===== src/rtl/iram_bit_ctrl.sv =====
// ============================================================================
// iram_bit_ctrl
// ----------------------------------------------------------------------------
// Internal data memory controller for an 8051-class core. It owns three
// 128-byte storage arrays and serves one request at a time through a
// req/ack handshake:
//   - lower RAM  (LRAM, 00h-7Fh): reachable both directly and indirectly
//   - SFR bytes  (80h-FFh, direct addressing only)
//   - upper RAM  (IRAM, 80h-FFh, indirect addressing only), present only
//     when IDATA_DEPTH = 256
// Bit accesses use the standard 8051 bit map and are done as a true
// read-modify-write, so other bits of the target byte are preserved.
// After reset a 128-cycle sweep clears every byte and loads SP (81h).
//
// Parameters
//   IDATA_DEPTH  128 (no upper RAM) or 256
//   SP_RESET     value written into SFR 81h by the init sweep
//
// Ports
//   clk_i      system clock, rising edge
//   rst_i      asynchronous active-high reset
//   req_i      access request, sampled on a rising edge while busy_o = 0
//   mode_i     00 byte direct, 01 byte indirect, 10 bit, 11 reserved (error)
//   wr_i       1 = write, 0 = read
//   addr_i     byte address (modes 00/01) or bit address (mode 10)
//   wdata_i    write byte
//   wbit_i     write bit value
//   busy_o     high whenever a new request cannot be accepted
//   ack_o      one-cycle completion pulse
//   rdata_o    read byte (byte read, or updated byte after a bit write);
//              held until the next ack that updates it
//   rbit_o     read bit (bit accesses, the old bit value for bit writes)
//   err_o      pulses with ack_o when the access was illegal (no effect)
// ============================================================================
module iram_bit_ctrl #(
    parameter int          IDATA_DEPTH = 256,
    parameter logic [7:0]  SP_RESET    = 8'h07
) (
    input  logic       clk_i,
    input  logic       rst_i,
    input  logic       req_i,
    input  logic [1:0] mode_i,
    input  logic       wr_i,
    input  logic [7:0] addr_i,
    input  logic [7:0] wdata_i,
    input  logic       wbit_i,
    output logic       busy_o,
    output logic       ack_o,
    output logic [7:0] rdata_o,
    output logic       rbit_o,
    output logic       err_o
);

    localparam bit HAS_UPPER = (IDATA_DEPTH == 256);

    typedef enum logic [2:0] {
        S_INIT   = 3'd0,
        S_IDLE   = 3'd1,
        S_BYTE   = 3'd2,
        S_BFETCH = 3'd3,
        S_BWRITE = 3'd4,
        S_DONE   = 3'd5
    } state_t;

    typedef enum logic [1:0] {
        SEL_LRAM = 2'd0,
        SEL_SFR  = 2'd1,
        SEL_IRAM = 2'd2
    } sel_t;

    // ------------------------------------------------------------------
    // State and captured request fields
    // ------------------------------------------------------------------
    state_t      state_q, state_d;
    logic [7:0]  cnt_q,   cnt_d;
    logic        wr_q,    wr_d;
    sel_t        sel_q,   sel_d;
    logic [6:0]  idx_q,   idx_d;
    logic [2:0]  bit_q,   bit_d;
    logic        wbit_q,  wbit_d;
    logic        err_q,   err_d;
    logic [7:0]  word_q,  word_d;
    logic [7:0]  rdata_q, rdata_d;
    logic        rbit_q,  rbit_d;

    // ------------------------------------------------------------------
    // Address decode of the incoming request
    // ------------------------------------------------------------------
    logic        dec_legal;
    sel_t        dec_sel;
    logic [6:0]  dec_idx;
    logic [2:0]  dec_bit;

    always_comb begin
        dec_legal = 1'b1;
        dec_sel   = SEL_LRAM;
        dec_idx   = addr_i[6:0];
        dec_bit   = addr_i[2:0];
        case (mode_i)
            2'b00: begin
                if (addr_i[7]) begin
                    dec_sel = SEL_SFR;
                end
            end
            2'b01: begin
                if (addr_i[7]) begin
                    if (HAS_UPPER) begin
                        dec_sel = SEL_IRAM;
                    end else begin
                        dec_legal = 1'b0;
                    end
                end
            end
            2'b10: begin
                if (addr_i[7]) begin
                    // Bit-addressable SFRs sit on 8-byte boundaries.
                    dec_sel = SEL_SFR;
                    dec_idx = {addr_i[6:3], 3'b000};
                end else begin
                    // Bits 00h-7Fh live in LRAM bytes 20h-2Fh.
                    dec_idx = {3'b010, addr_i[6:3]};
                end
            end
            default: begin
                dec_legal = 1'b0;
            end
        endcase
    end

    // ------------------------------------------------------------------
    // Memory write port control
    // ------------------------------------------------------------------
    logic        init_wr;
    logic        op_we;
    sel_t        op_sel;
    logic [6:0]  mem_widx;
    logic [7:0]  mem_wdata;
    logic [7:0]  sfr_wdata;
    logic [7:0]  word_new;
    logic        lram_we;
    logic        sfr_we;

    // Target byte with only the addressed bit replaced.
    always_comb begin
        word_new         = word_q;
        word_new[bit_q]  = wbit_q;
    end

    assign init_wr = (state_q == S_INIT);

    always_comb begin
        op_we     = 1'b0;
        op_sel    = dec_sel;
        mem_widx  = dec_idx;
        mem_wdata = wdata_i;
        case (state_q)
            S_INIT: begin
                mem_widx  = cnt_q[6:0];
                mem_wdata = 8'h00;
            end
            S_IDLE: begin
                // Byte writes commit on the same edge that accepts them.
                op_we = req_i & dec_legal & wr_i & ~mode_i[1];
            end
            S_BWRITE: begin
                op_we     = 1'b1;
                op_sel    = sel_q;
                mem_widx  = idx_q;
                mem_wdata = word_new;
            end
            default: begin
            end
        endcase
    end

    assign lram_we   = init_wr | (op_we & (op_sel == SEL_LRAM));
    assign sfr_we    = init_wr | (op_we & (op_sel == SEL_SFR));
    // SFR index 01h is the stack pointer (81h).
    assign sfr_wdata = (init_wr && (cnt_q[6:0] == 7'h01)) ? SP_RESET : mem_wdata;

    // ------------------------------------------------------------------
    // Storage arrays. Reads are registered and addressed by the incoming
    // request, so the data is ready in the cycle right after acceptance,
    // which is exactly when BYTE/BFETCH consume it.
    // ------------------------------------------------------------------
    logic [7:0] lram_mem [0:127];
    logic [7:0] sfr_mem  [0:127];
    logic [7:0] lram_rd_q;
    logic [7:0] sfr_rd_q;
    logic [7:0] iram_rd_q;

    always_ff @(posedge clk_i) begin
        if (lram_we) begin
            lram_mem[mem_widx] <= mem_wdata;
        end
        lram_rd_q <= lram_mem[dec_idx];
    end

    always_ff @(posedge clk_i) begin
        if (sfr_we) begin
            sfr_mem[mem_widx] <= sfr_wdata;
        end
        sfr_rd_q <= sfr_mem[dec_idx];
    end

    generate
        if (HAS_UPPER) begin : g_upper
            logic [7:0] iram_mem [0:127];
            logic       iram_we;

            assign iram_we = init_wr | (op_we & (op_sel == SEL_IRAM));

            always_ff @(posedge clk_i) begin
                if (iram_we) begin
                    iram_mem[mem_widx] <= mem_wdata;
                end
                iram_rd_q <= iram_mem[dec_idx];
            end
        end else begin : g_no_upper
            assign iram_rd_q = 8'h00;
        end
    endgenerate

    // Byte selected by the request captured at acceptance.
    logic [7:0] rd_byte;

    always_comb begin
        rd_byte = 8'h00;
        case (sel_q)
            SEL_LRAM: rd_byte = lram_rd_q;
            SEL_SFR:  rd_byte = sfr_rd_q;
            SEL_IRAM: rd_byte = iram_rd_q;
            default:  rd_byte = 8'h00;
        endcase
    end

    // ------------------------------------------------------------------
    // Control FSM: state register
    // ------------------------------------------------------------------
    always_ff @(posedge clk_i or posedge rst_i) begin
        if (rst_i) begin
            state_q <= S_INIT;
            cnt_q   <= 8'h00;
            wr_q    <= 1'b0;
            sel_q   <= SEL_LRAM;
            idx_q   <= 7'h00;
            bit_q   <= 3'h0;
            wbit_q  <= 1'b0;
            err_q   <= 1'b0;
            word_q  <= 8'h00;
            rdata_q <= 8'h00;
            rbit_q  <= 1'b0;
        end else begin
            state_q <= state_d;
            cnt_q   <= cnt_d;
            wr_q    <= wr_d;
            sel_q   <= sel_d;
            idx_q   <= idx_d;
            bit_q   <= bit_d;
            wbit_q  <= wbit_d;
            err_q   <= err_d;
            word_q  <= word_d;
            rdata_q <= rdata_d;
            rbit_q  <= rbit_d;
        end
    end

    // ------------------------------------------------------------------
    // Control FSM: next state
    // ------------------------------------------------------------------
    always_comb begin
        state_d = state_q;
        cnt_d   = cnt_q;
        wr_d    = wr_q;
        sel_d   = sel_q;
        idx_d   = idx_q;
        bit_d   = bit_q;
        wbit_d  = wbit_q;
        err_d   = err_q;
        word_d  = word_q;
        rdata_d = rdata_q;
        rbit_d  = rbit_q;
        case (state_q)
            S_INIT: begin
                cnt_d = cnt_q + 8'd1;
                if (cnt_q == 8'd127) begin
                    cnt_d   = 8'h00;
                    state_d = S_IDLE;
                end
            end
            S_IDLE: begin
                if (req_i) begin
                    wr_d   = wr_i;
                    sel_d  = dec_sel;
                    idx_d  = dec_idx;
                    bit_d  = dec_bit;
                    wbit_d = wbit_i;
                    err_d  = ~dec_legal;
                    if (!dec_legal) begin
                        state_d = S_DONE;
                    end else if (mode_i[1]) begin
                        state_d = S_BFETCH;
                    end else if (wr_i) begin
                        state_d = S_DONE;
                    end else begin
                        state_d = S_BYTE;
                    end
                end
            end
            S_BYTE: begin
                rdata_d = rd_byte;
                state_d = S_DONE;
            end
            S_BFETCH: begin
                word_d  = rd_byte;
                rbit_d  = rd_byte[bit_q];
                state_d = wr_q ? S_BWRITE : S_DONE;
            end
            S_BWRITE: begin
                rdata_d = word_new;
                state_d = S_DONE;
            end
            S_DONE: begin
                state_d = S_IDLE;
            end
            default: begin
                state_d = S_INIT;
            end
        endcase
    end

    // ------------------------------------------------------------------
    // Outputs
    // ------------------------------------------------------------------
    assign busy_o  = (state_q != S_IDLE);
    assign ack_o   = (state_q == S_DONE);
    assign err_o   = (state_q == S_DONE) & err_q;
    assign rdata_o = rdata_q;
    assign rbit_o  = rbit_q;

endmodule


===== config.mk =====
export PLATFORM = sky130hd
export DESIGN_NAME = iram_bit_ctrl
export DESIGN_NICKNAME = d
export VERILOG_FILES = /design/src/rtl/iram_bit_ctrl.sv
export SDC_FILE = /design/constraint.sdc
export NUM_CORES = 2
export LEC_CHECK = 0
export ABC_AREA = 1
export BUFFER_PORTS_ARGS = -buffer_cell sky130_fd_sc_hd__clkbuf_2
export CORE_MARGIN = 10
export CORE_UTILIZATION = 60
export DETAILED_ROUTE_END_ITERATION = 6
export PLACE_DENSITY_LB_ADDON = 0.05
export SYNTH_ARGS = -nofsm -noshare
export SYNTH_HDL_FRONTEND = slang
export SYNTH_SLANG_ARGS = --single-unit

===== constraint.sdc =====
create_clock -name clk_i -period 16.53 [get_ports clk_i]
set_input_delay 3.306 -clock clk_i [delete_from_list [all_inputs] [get_ports clk_i]]
set_output_delay 3.306 -clock clk_i [all_outputs]
set_load 0.01 [all_outputs]

Yosys cells after proc, flatten, opt, wreduce, memory -nomap -nowiden
Memory sizes are Yosys's and may differ from the RTL's. A register that Yosys moved wholly into a read port is not among the register bits.
Index checks and enable logic that the tools add are counted.
{ "totals": {"register_bits": 43, "mem_bits_rw": 3072, "inputBits": 23, "out_inout_bits": 12, "wordCells": 89, "mem_count": 3} }
{ "memory_table": {"columns": ["name", "words", "width", "read_ports", "rd_ports_with_merged_regs", "write_ports", "line_no", "rtl"], "rows": [
  ["g_upper.iram_mem", 128, 8, 1, 1, 1, "208", "logic [7:0] iram_mem [0:127];"],
  ["lram_mem", 128, 8, 1, 1, 1, "186", "logic [7:0] lram_mem [0:127];"],
  ["sfr_mem", 128, 8, 1, 1, 1, "187", "logic [7:0] sfr_mem [0:127];"]
]} }
{ "op_classes": {"n_addsub": 1, "order_cmp": 2, "n_eq_ne": 16, "mux": 32, "bitwise_logic": 12, "n_reduce_logical": 12} }
{ "op_table": {"columns": ["operator", "n"], "rows": [
  ["8-bit one-hot mux with 2 select lines", 2],
  ["8-bit one-hot mux with 3 select lines", 1],
  ["8-bit two-way mux", 2],
  ["3-bit two-way mux", 5],
  ["3-bit one-hot mux with 5 select lines", 1],
  ["7-bit two-way mux", 2],
  ["7-bit one-hot mux with 2 select lines", 1],
  ["1-bit two-way mux", 11],
  ["8-bit by 1-bit adder with 8-bit output (second input constant)", 1],
  ["8-bit bitwise mux", 1],
  ["8-bit by 7-bit equality test with 1-bit output (second input constant)", 1],
  ["1-bit bitwise AND", 7],
  ["7-bit by 1-bit equality test with 1-bit output (second input constant)", 1],
  ["2-bit by 1-bit equality test with 1-bit output (second input constant)", 3],
  ["2-bit equality test (second input constant)", 3],
  ["3-bit by 2-bit equality test with 1-bit output (second input constant)", 2],
  ["3-bit equality test (second input constant)", 2],
  ["2-bit logical NOT", 3],
  ["3-bit by 4-bit < comparator with 1-bit output (second input constant)", 1],
  ["2-bit two-way mux", 2],
  ["2-bit one-hot mux with 2 select lines", 1],
  ["2-bit AND reduction", 2],
  ["2-bit OR reduction", 2],
  ["1-bit binary-select mux with 3-bit select", 1],
  ["13 further kinds", 17]
]} }

Longest topological paths before layout
{ "logic_depth": {"depth_word": 11, "mapped_depth": 15, "ltp_nobuf": 13} }

Worst setup path after synthesis
No wires, ideal clock.
{ "synth_timing": {"path_kind": "register -> register", "from": "reg state_q[1]", "to": "mem g_upper.iram_mem[0][3] (data pin)", "setup_ns": 2.188, "arrival_time_ns": 11.123, "t_required_ns": 14.342, "slack_ns": 3.219, "stages_incl_launch_ff": 7, "n_path_buf": 1, "period_less_slack_ns": 13.311, "path_cell_list": "dfrtp_1 nor2_1 inv_2 nor2_1 clkbuf_1 o21ai_0 o21ai_0"} }
{ "synth_between": {"elab_chain_len": 2, "elab_cells_between_ends": 3, "cone_classes": "eq/ne (1); mux (1); reduce/logical (1)"} }
{ "synth_rtl": {"columns": ["item", "line_no", "rtl"], "rows": [
  ["from (decl)", "74", "state_t state_q, state_d;"],
  ["from (signal assigned)", "254", "state_q <= state_d;"],
  ["3-bit equality test / 3-bit logical NOT (equally long branches)", "156", "case (state_q)"],
  ["8-bit one-hot mux with 2 select lines (*)", "156", null],
  ["named net mem_wdata[3]", "137", "logic [7:0] mem_wdata;"],
  ["to (decl)", "208", null]
]} }
Mark *: on every way through the listed nets, which the timed path passes. The rest lies on a longest branch.

Worst setup path in the final report
{ "layout_timing": {"from": "in mode_i[0]", "to": "reg lram_rd_q[7], read port of lram_mem"} }
{ "layout_between": {"elab_chain_len": 2} }
{ "layout_rtl": {"columns": ["item", "line_no", "rtl"], "rows": [
  ["from (decl)", "42", "input logic [1:0] mode_i,"],
  ["2-bit equality test", "99", "case (mode_i)"],
  ["7-bit two-way mux", "99", null],
  ["to (decl)", "188", "logic [7:0] lram_rd_q;"]
]} }
Every way passes these cells.
A chain may end at the register's enable or synchronous reset.

==> qor.yml <==
timing:
  setup_slack_ps: 8210
  timing.final.max_slew_violations: 0
  max_slew_margin: 0.0540
  layout_min_cycle_time_ps: 8320
  rsz0062_at_grt: "false"
  worstMarginPinSlew_ps: 1420
  hold_viol: 0
  setup_tns_ps: 0
  fin_crit_sh: 0.504
  fmax_mhz: 120
  setup_viol: 0
  skew_ps: 44.3
power_and_ir_drop:
  ir_worst_vdd_mv: 0.197
  powerDensity_mw_per_mm2: 143
  p_leak_nw: 48.5
  total_power_mw: 20.0
clocking:
  clkLatencyLatePin_ps: 950
  cts_buffer_depth: 4
  cts_hold_buf: 0
  clock_sinks: 3139
  post-cts-setup-buffer-count: 0
  cts_root_buffer: "clkbuf_16"
  tritoncts: "yes"
  ctsResizeCount: 0
  path_clk_slew_ps: 60
  cts.htree.levels: 5
  cts_made_buffers: 334
finish:
  area_growth_pct: 9.22
  fill_cells: 15700
  seq_area_mm2: 0.0938
  final_core_util: 0.659
  multi_input_area_mm2: 0.0308
  drive_gt1_frac: 0.0590
  nNetsFinal: 10700
  fin_cells: 13700
setup_path:
  r2r_end: "sfr_mem[85][7]$_DFFE_PP_"
  cpMaxStageDelayCell: "buf_4"
  regToRegSetupSlack_ps: 11140
  cp.arrival_ps: 9180
  crit_path_cell_trace: "clkbuf_2 > inv_2 > nand2_2 > nand2_1 > buf_4 > nand2_8 > buf_4 > buf_4 > buf_4 > nand2_1 > nand3_1 > nand3_1 > nand3_1 > nand3_1 > nand3_1 > nand3_1 > nand2_1"
  cp_max_fo: 98
  rr_startpoint: "state_q[1]$_DFFE_PP0P_"
  r2r_cells: 10
  critPathTopFamily: "buffers and inverters"
  crit_start: "mode_i[0]"
  path_buf_inv: 6
  start_kind: "primary input"
  path_common_cell: "nand3_1"
  worst_ep_required_time_ps: 17390
  critPathKind: "in -> reg"
  max_stage_delay_ps: 930
  end_kind: "register"
synth:
  netlist_instances: 10900
  syn_area_mm2: 0.128
  ys_seq_area_frac: 0.734
  yosysTopAreaCell: "edfxtp_1"
  postSynthAreaPerCell_um2: 11.7
  ys_seq_elements: 3139
  synth_top_cell_area_share: 0.721
  ys_types: 35
  yosys-top-cells-area: "edfxtp_1 72%, nand3_1 13%, nand2_1 8.9%"
  syn_nets: 10900
  ys_warn_count: 0
run:
  maxCapViolCount: 0
worst_hold_path:
  holdCritStartpoint: "word_q[7]$_DFFE_PP0N_"
  hold_class: "reg -> reg"
  hold_end: "word_q[7]$_DFFE_PP0N_"
  min_path_cells: 2
grt:
  grt_pass1_wl_mm: 546
  antenna_found_initial: 9
  grt_max_degree: 204
  grt_pass1_vias: 81400
  grt-ovfl-total: 0
  track_usage: 0.316
placement:
  dp_hpwl_mm: 212
  gp_congestion: 0.911
  dp_cells: 13100
  portBuffers: 34
  dpl_worst_slack_ps: 7510
route:
  drc: 0
  wl_per_cell_um: 27.2
  vias_per_cell: 6.27
  firstDrtPassIters: 7
  first_iter_violations: 11100
  wl_mm: 373
  postRouteAntennaNets: 0
  via_count: 85900
floorplan:
  io_pins: 35
  start_util: 0.603
  dieWidth_um: 482
  row_count: 169
  coreArea_mm2: 0.212
  die_area_mm2: 0.232
  fp.dieH_um: 482
status:
  status: "completed"
-- cells in the mapped netlist, drive strengths merged --
master,number
nand2,3023
dfrtp,43
o211ai,1
nor3b,1
nand4,2
nor3,13
o31ai,1
o22ai,6
a31oi,2
dfxtp,24
inv,71
a21oi,27
o21ai,51
buf,410
a2bb2oi,3
o21a,1
a22o,1
clkbuf,349
nor4,1
edfxtp,3072
nor2,450
a221oi,3
xor2,2
clkinv,3
nand3,3346
ha,2
-- state kept, by name, summed over array words and instances (netlist names) --
signal            cells
bit_q                 3
cnt_q                 8
err_q                 1
g_upper.iram_mem   1024
idx_q                 7
iram_rd_q             8
lram_mem           1024
lram_rd_q             8
rbit_o                1
rdata_o               8
sel_q                 2
sfr_mem            1024
sfr_rd_q              8
state_q               3
wbit_q                1
word_q                8
wr_q                  1
-- layout make-up --
cell class | count | share of cell area
repair buffers | 144 | 0.00865
flip-flops and latches | 3139 | 0.672
well taps | 2821 | 0.0253
clock inverters | 133 | 0.00691
clock buffers | 441 | 0.0645
inverters | 74 | 0.00228
multi-input cells | 6936 | 0.221
diodes | 6 | 0.000107
-- tightest hold or removal path, cell delays in order (launching register included) --
cell     delay, ps
dfrtp_1        340
nand2_1         50
nand2_1         60
-- per-stage QoR --
step | hold slack, ps | cell area [µm²]
after floorplan | 444 | 128000
after global placement | 457 | 130000
after detailed placement | 464 | 130000
after CTS | 479 | 140000
after global routing | 515 | 140000
final | 475 | 140000
-- layout by cell type, fill, tap and decap left out, types with 11 or more instances in the layout --
cell type,instances
nand3_1,3346
buf_12,17
dfxtp_1,24
clkbuf_1,91
dfrtp_1,43
inv_1,55
buf_4,93
clkinv_1,61
nor2_1,420
o21ai_0,39
inv_2,11
edfxtp_1,3072
clkinv_2,55
clkbuf_2,34
nor3_1,13
nand2_1,3011
bufinv_16,14
a21oi_1,24
nor2_2,22
clkbuf_16,342
-- cells by family (layout without fill, tap and decap cells) --
kind of cell / Yosys count / in the layout / share of synthesized area
DFF: 3139 / 3139 / 0.734
adders and majority gates: 2 / 2 / 0.000196
buffers and inverters: 833 / 792 / 0.0276
xor gates and xnor gates: 2 / 2 / 0.000137
AOI/OAI and AO/OA: 96 / 96 / 0.00416
and+or+nand+nor: 6836 / 6836 / 0.234
other: 0 / 6 / 0
-- how the worst max path moves through the flow --
stage | slack, ps | end | cells after the start
after floorplan | 3220 | g_upper.iram_mem[0][3]$_DFFE_PP_ | 6
after global placement | 7550 | lram_rd_q[0]$_DFF_P_ | 16
after detailed placement | 7510 | lram_rd_q[7]$_DFF_P_ | 17
after CTS | 8450 | lram_rd_q[7]$_DFF_P_ | 17
after global routing | 7900 | lram_rd_q[7]$_DFF_P_ | 17
final | 8210 | lram_rd_q[7]$_DFF_P_ | 17
-- where the power goes --
group / total [mW] / switching (mW) / internal [mW]
combinational: 3.08 / 2.60 / 0.483
clock: 6.99 / 2.97 / 4.03
sequential: 9.88 / 0.0990 / 9.78
-- routing by layer --
layer | global-route usage | vias up | wire [µm]
met2 | 0.498 | 4510 | 175000
met5 | 0 | - | 21
met4 | 0.179 | 4 | 24700
li1 | - | 38400 | -
met3 | 0.0567 | 916 | 33400
met1 | 0.418 | 42100 | 139000
Power figures use the tool's default switching activity.
